===== src/rtl/exec_dispatch.sv =====
// Single-issue dispatcher: hands one operation to a multicycle execution unit,
// waits for its result with a timeout and presents it as a writeback record.
module exec_dispatch #(
    parameter int N_UNIT       = 4,
    parameter int LEN_WORD     = 32,
    parameter int LEN_REG_ADDR = 6,
    parameter int TIMEOUT      = 1024
) (
    input  logic                       clk,
    input  logic                       rst,
    input  logic                       issue_valid,
    output logic                       issue_ready,
    input  logic [N_UNIT-1:0]          issue_unit,
    input  logic                       issue_write,
    input  logic [LEN_REG_ADDR-1:0]    issue_a_rd,
    output logic [N_UNIT-1:0]          unit_order,
    input  logic [N_UNIT-1:0]          unit_accepted,
    input  logic [N_UNIT-1:0]          unit_done,
    input  logic [N_UNIT*LEN_WORD-1:0] unit_data,
    output logic                       wb_valid,
    input  logic                       wb_ready,
    output logic                       wb_write,
    output logic [LEN_REG_ADDR-1:0]    wb_a_rd,
    output logic [LEN_WORD-1:0]        wb_data,
    output logic                       err,
    output logic [1:0]                 err_code,
    output logic [31:0]                busy_cycles
);

    localparam logic [4:0] ST_IDLE  = 5'b00001;
    localparam logic [4:0] ST_ORDER = 5'b00010;
    localparam logic [4:0] ST_WAIT  = 5'b00100;
    localparam logic [4:0] ST_WB    = 5'b01000;
    localparam logic [4:0] ST_ERR   = 5'b10000;

    localparam logic [1:0]  CODE_NONE    = 2'd0;
    localparam logic [1:0]  CODE_BAD_SEL = 2'd1;
    localparam logic [1:0]  CODE_TIMEOUT = 2'd2;
    // Timer value seen in the last allowed ORDER/WAIT cycle; it reaches TIMEOUT-1 on the exit edge.
    localparam logic [15:0] TIMER_LAST   = 16'(TIMEOUT - 2);

    function automatic logic is_onehot(input logic [N_UNIT-1:0] v);
        return (v != {N_UNIT{1'b0}}) && ((v & (v - {{(N_UNIT-1){1'b0}}, 1'b1})) == {N_UNIT{1'b0}});
    endfunction

    logic [4:0]              state_r;
    logic [4:0]              state_s;
    logic [1:0]              code_s;
    logic [N_UNIT-1:0]       sel_r;
    logic                    write_r;
    logic [LEN_REG_ADDR-1:0] a_rd_r;
    logic [15:0]             timer_r;
    logic [N_UNIT-1:0]       unit_order_r;
    logic                    wb_write_r;
    logic [LEN_REG_ADDR-1:0] wb_a_rd_r;
    logic [LEN_WORD-1:0]     wb_data_r;
    logic [1:0]              err_code_r;
    logic [31:0]             busy_r;
    logic [LEN_WORD-1:0]     sel_data_s;
    logic                    transfer_s;
    logic                    accept_s;
    logic                    done_s;
    logic                    timeout_s;
    logic                    issue_ready_s;
    logic                    wb_valid_s;
    logic                    err_s;

    assign transfer_s = issue_valid && issue_ready_s;
    assign accept_s   = |(unit_accepted & sel_r);
    assign done_s     = |(unit_done & sel_r);
    assign timeout_s  = (timer_r == TIMER_LAST);

    // Result mux for the selected unit; sel_r is one-hot whenever it is used.
    always_comb begin
        sel_data_s = {LEN_WORD{1'b0}};
        for (int i = 0; i < N_UNIT; i++) begin
            if (sel_r[i]) begin
                sel_data_s = sel_data_s | unit_data[i*LEN_WORD +: LEN_WORD];
            end else begin
                sel_data_s = sel_data_s;
            end
        end
    end

    // State register.
    always_ff @(posedge clk) begin
        if (rst) begin
            state_r <= ST_IDLE;
        end else begin
            state_r <= state_s;
        end
    end

    // Next-state logic; completion takes priority over the timeout in the same cycle.
    always_comb begin
        state_s = state_r;
        code_s  = CODE_NONE;
        case (state_r)
            ST_IDLE: begin
                if (transfer_s) begin
                    if (is_onehot(issue_unit)) begin
                        state_s = ST_ORDER;
                    end else begin
                        state_s = ST_ERR;
                        code_s  = CODE_BAD_SEL;
                    end
                end else begin
                    state_s = ST_IDLE;
                end
            end
            ST_ORDER: begin
                if (accept_s && done_s) begin
                    state_s = ST_WB;
                end else if (timeout_s) begin
                    state_s = ST_ERR;
                    code_s  = CODE_TIMEOUT;
                end else if (accept_s) begin
                    state_s = ST_WAIT;
                end else begin
                    state_s = ST_ORDER;
                end
            end
            ST_WAIT: begin
                if (done_s) begin
                    state_s = ST_WB;
                end else if (timeout_s) begin
                    state_s = ST_ERR;
                    code_s  = CODE_TIMEOUT;
                end else begin
                    state_s = ST_WAIT;
                end
            end
            ST_WB: begin
                if (wb_ready) begin
                    state_s = ST_IDLE;
                end else begin
                    state_s = ST_WB;
                end
            end
            ST_ERR: begin
                state_s = ST_ERR;
            end
            default: begin
                state_s = ST_IDLE;
            end
        endcase
    end

    // Output decode from the one-hot state flops; reset also masks issue_ready.
    always_comb begin
        issue_ready_s = 1'b0;
        wb_valid_s    = 1'b0;
        err_s         = 1'b0;
        case (state_r)
            ST_IDLE:  issue_ready_s = !rst;
            ST_WB:    wb_valid_s    = 1'b1;
            ST_ERR:   err_s         = 1'b1;
            default: begin
                issue_ready_s = 1'b0;
                wb_valid_s    = 1'b0;
                err_s         = 1'b0;
            end
        endcase
    end

    // Datapath: operation latch, order request, timer, writeback record, error code, busy counter.
    always_ff @(posedge clk) begin
        if (rst) begin
            sel_r        <= {N_UNIT{1'b0}};
            write_r      <= 1'b0;
            a_rd_r       <= {LEN_REG_ADDR{1'b0}};
            unit_order_r <= {N_UNIT{1'b0}};
            timer_r      <= 16'd0;
            wb_write_r   <= 1'b0;
            wb_a_rd_r    <= {LEN_REG_ADDR{1'b0}};
            wb_data_r    <= {LEN_WORD{1'b0}};
            err_code_r   <= CODE_NONE;
            busy_r       <= 32'd0;
        end else begin
            if (transfer_s) begin
                sel_r   <= issue_unit;
                write_r <= issue_write;
                a_rd_r  <= issue_a_rd;
            end
            if (state_s == ST_ORDER) begin
                unit_order_r <= transfer_s ? issue_unit : sel_r;
            end else begin
                unit_order_r <= {N_UNIT{1'b0}};
            end
            if (state_r == ST_IDLE) begin
                timer_r <= 16'd0;
            end else if ((state_r == ST_ORDER) || (state_r == ST_WAIT)) begin
                timer_r <= timer_r + 16'd1;
            end
            if ((state_s == ST_WB) && (state_r != ST_WB)) begin
                wb_write_r <= write_r;
                wb_a_rd_r  <= a_rd_r;
                wb_data_r  <= sel_data_s;
            end
            if ((state_s == ST_ERR) && (state_r != ST_ERR)) begin
                err_code_r <= code_s;
            end
            if (state_r != ST_IDLE) begin
                busy_r <= busy_r + 32'd1;
            end
        end
    end

    assign issue_ready = issue_ready_s;
    assign unit_order  = unit_order_r;
    assign wb_valid    = wb_valid_s;
    assign wb_write    = wb_write_r;
    assign wb_a_rd     = wb_a_rd_r;
    assign wb_data     = wb_data_r;
    assign err         = err_s;
    assign err_code    = err_code_r;
    assign busy_cycles = busy_r;

endmodule


===== config.mk =====
export PLATFORM = sky130hd
export DESIGN_NAME = exec_dispatch
export DESIGN_NICKNAME = d
export VERILOG_FILES = /design/src/rtl/exec_dispatch.sv
export SDC_FILE = /design/constraint.sdc
export NUM_CORES = 1
export LEC_CHECK = 0
export CAP_MARGIN = 20
export CORE_MARGIN = 3
export CORE_UTILIZATION = 43
export DETAILED_ROUTE_END_ITERATION = 16
export HOLD_SLACK_MARGIN = 0.1
export PLACE_DENSITY = 0.81
export SETUP_SLACK_MARGIN = 0.02
export SYNTH_ARGS = -nofsm -noshare
export SYNTH_HDL_FRONTEND = slang
export SYNTH_SLANG_ARGS = --single-unit

===== constraint.sdc =====
create_clock -name clk -period 2.29 [get_ports clk]
set_input_delay 0.458 -clock clk [delete_from_list [all_inputs] [get_ports clk]]
set_output_delay 0.458 -clock clk [all_outputs]
set_load 0.02 [all_outputs]

==> flow_metrics.env <==
export IMPL_intPower_mw=3.19
export IMPL_grt_pass1_wl_mm=26.8
export IMPL_dp_hpwl_mm=13.3
export IMPL_gp_congestion=0.882
export IMPL_synth_main_ff_cell="dfxtp_1"
export IMPL_rsz0062_at_grt="false"
export IMPL_grt_overflow=0
export IMPL_crit_type="register to output port"
export IMPL_dieArea_um2=13700
export IMPL_antenna_found_initial=1
export IMPL_drive_above_1_share_pct=9.09
export IMPL_synth_most_common_cell="dfxtp_1"
export IMPL_area_delta_synth_final_pct=51.8
export IMPL_drt_iter0_drc=248
export IMPL_fin_area_um2=8080
export IMPL_port_buffers=230
export IMPL_slowest_stage="dfxtp_1"
export IMPL_detailedPlace_worstSlack_ns=-0.114
export IMPL_fin_crit_sh_pct=91.4
export IMPL_cts_buffers=9
export IMPL_grt_use_total_pct=24.9
export IMPL_cp_top_family="simple AND/OR/NAND/NOR gates"
export IMPL_end_kind="output port"
export IMPL_synthTopCellsByCount="dfxtp_1, nor2_1, a221oi_1, a22o_1, a211oi_2"
export IMPL_avgSynthCellArea_um2=9.13
export IMPL_power_switching_mw=1.01
export IMPL_grt_pass1_vias=5302
export IMPL_clockPowerShare_pct=37.5
export IMPL_drtPass1Iterations=4
export IMPL_period_minus_slack_ns=2.09
export IMPL_syn_cell_area_um2=5320
export IMPL_wl_per_cell_um=18.2
export IMPL_wl_mm=17.7
export IMPL_synth_seq_area_share_pct=41.0
export IMPL_cp_arrival_ns=1.63
export IMPL_leakage_nw=2.64
export IMPL_clkTransAtPathRegs_ns=0.07
export IMPL_num_vias=5330
export IMPL_finalSetupViolCount=0
export IMPL_sw_frac_of_total_pct=24.0
export IMPL_finalHoldViolations=0
export IMPL_fin_ws_ns=0.197
export IMPL_cts_buffer_depth=2
export IMPL_synth_top_cells_by_area="dfxtp_1, a211oi_2, nor2_1, a221oi_1, a22o_1"
export IMPL_die_y_um=117
export IMPL_path_buf_inv=1
export IMPL_synth_top_area_share_pct=41.0
export IMPL_cp_max_fo=6
export IMPL_cts_sinks=109
export IMPL_crit_path_start_kind="register"
export IMPL_clock_skew_ns=0.00998
export IMPL_final_core_util_pct=67.0
export IMPL_status="completed"
export IMPL_ir_drop_v=0.000437
export IMPL_postCtsSetupBuffers=0
export IMPL_slowest_delay_ns=0.45
export IMPL_fp_dieW_um=117
export IMPL_ys_warn_count=0
export IMPL_comb_power_share_pct=15.8
export IMPL_worst_slew_pin_slew_ns=0.602
export IMPL_hold_path_class="input pin to register"
export IMPL_postRouteAntennaNets=0
export IMPL_clockRootBuffer="clkbuf_16"
export IMPL_fmax_mhz=478
export IMPL_slew_headroom_pct=59.5
export IMPL_vias_per_cell=5.48
export IMPL_synth_edf_count=0
export IMPL_core_um2=12100
export IMPL_ys_ff_latch=109
export IMPL_ys_types=48
export IMPL_initial_core_util_pct=44.1
export IMPL_dpl_cell_area_um2=7770
export IMPL_fin_nets=952
export IMPL_cap_violations=0
export IMPL_cts_tree="done"
export IMPL_cellPowerDensity_nw_per_um2=519
export IMPL_h_tree_depth=3
export IMPL_rows=40
export IMPL_dp_cells=955
export IMPL_crit_required_ns=1.83
export IMPL_power_frac_seq_pct=46.7
export IMPL_hold_buffers=0
export IMPL_clk_latency_ns=0.34
export IMPL_drv_slew=0
export IMPL_drc=0
export IMPL_synth_top_cell_by_area="dfxtp_1"
export IMPL_async_reset_ff_share_pct=0
export IMPL_syn_inst=583
export IMPL_crit_chain="nor2b_1 -> nand2_1 -> nor2_1 -> dlygate4sd2_1"
export IMPL_grt_max_degree=53
export IMPL_synth_fp_nets=737
export IMPL_fin_cells=972
export IMPL_io_pins=231
## power by group through the flow
stage                     clock network (mW)  registers (mW)  logic [mW]
after global placement                     0            2.00       0.651
after detailed placement                   0            2.00       0.658
after CTS                               1.61            1.96       0.662
after floorplan                            0            2.00       0.278
after global routing                    1.68            1.96       0.713
final                                   1.57            1.96       0.662
## state kept, by name, indices dropped and copies added, names as in the netlist
register     cells
sel_r            4
wb_data         32
a_rd_r           6
wb_write         1
busy_cycles     32
unit_order       4
state_r          5
err_code         2
wb_a_rd          6
write_r          1
timer_r         16
## cell families (layout without fill, tap and decap cells)
family	after synthesis	in the layout	share of synthesized area [%]
other	0	1	0
buffers and inverters	60	280	5.08
AND/OR/NAND/NOR	215	215	20.2
flip-flops	109	109	41.0
multiplexers	14	14	2.66
AO/OA/AOI/OAI	143	143	23.9
XOR/XNOR	39	39	6.42
adder cells (fa/ha/maj)	3	3	0.705
## metrics by stage
step,hold slack (ns),power [mW],setup TNS (ns)
3_3_place_gp,0.462,2.65,-0.650
3_5_place_dp,0.468,2.66,-2.67
4_1_cts,0.456,4.22,0
2_1_floorplan,0.449,2.28,0
6_report,0.468,4.19,0
5_1_grt,0.473,4.36,0
## placed cells by master (no fill, tap or decap), drive strengths merged, types with 8 or more instances in the layout
cell	Yosys	routed
a211oi	35	35
a21oi	12	12
a221oi	33	33
a22o	33	33
and4	8	8
buf	11	17
clkbuf	31	11
clkdlybuf4s50	0	226
dfxtp	109	109
inv	18	19
mux2i	13	13
nand2	25	25
nand2b	12	12
nand3	14	14
nand4	13	13
nor2	94	94
nor3	9	9
nor4	16	16
o21ai	16	16
or3	9	9
xnor2	28	28
xor2	11	11
## worst paths after layout
check	from	to	slack [ns]	cells past startpoint
setup / recovery	state_r[0]$_SDFF_PP1_	issue_ready	0.20	4
hold / removal	rst	busy_cycles[14]$_SDFFE_PP0N_	0.47	2
setup reg to reg	state_r[2]$_SDFF_PP0_	wb_data[9]$_SDFFE_PP0P_	0.22	6
hold reg to reg	err_code[1]$_SDFFE_PP0P_	err_code[1]$_SDFFE_PP0P_	0.48	2
## timing repair
| action | CTS | global route |
|---|---|---|
| endpoints found under the setup margin | 2 | 1 |
| resized for setup | 3 | 1 |
| pin swaps | 0 | 0 |
## final cells by class
class	instances	area (µm²)
sequential	109	2180
clock buffer	11	243
timing repair buffer	246	2430
antenna	1	2.50
multi-input combinational	414	2880
clock inverter	5	58.8
fill	971	3990
inverter	18	67.6
tap	168	210
## routing by layer
layer	vias to the layer above	wire (µm)	track usage (%)
li1	2575	-	-
met1	2513	6960	28.3
met2	203	8570	43.3
met3	39	1470	6.99
met4	0	657	10.9
met5	-	0	0
(Power assumes the default switching activity.)
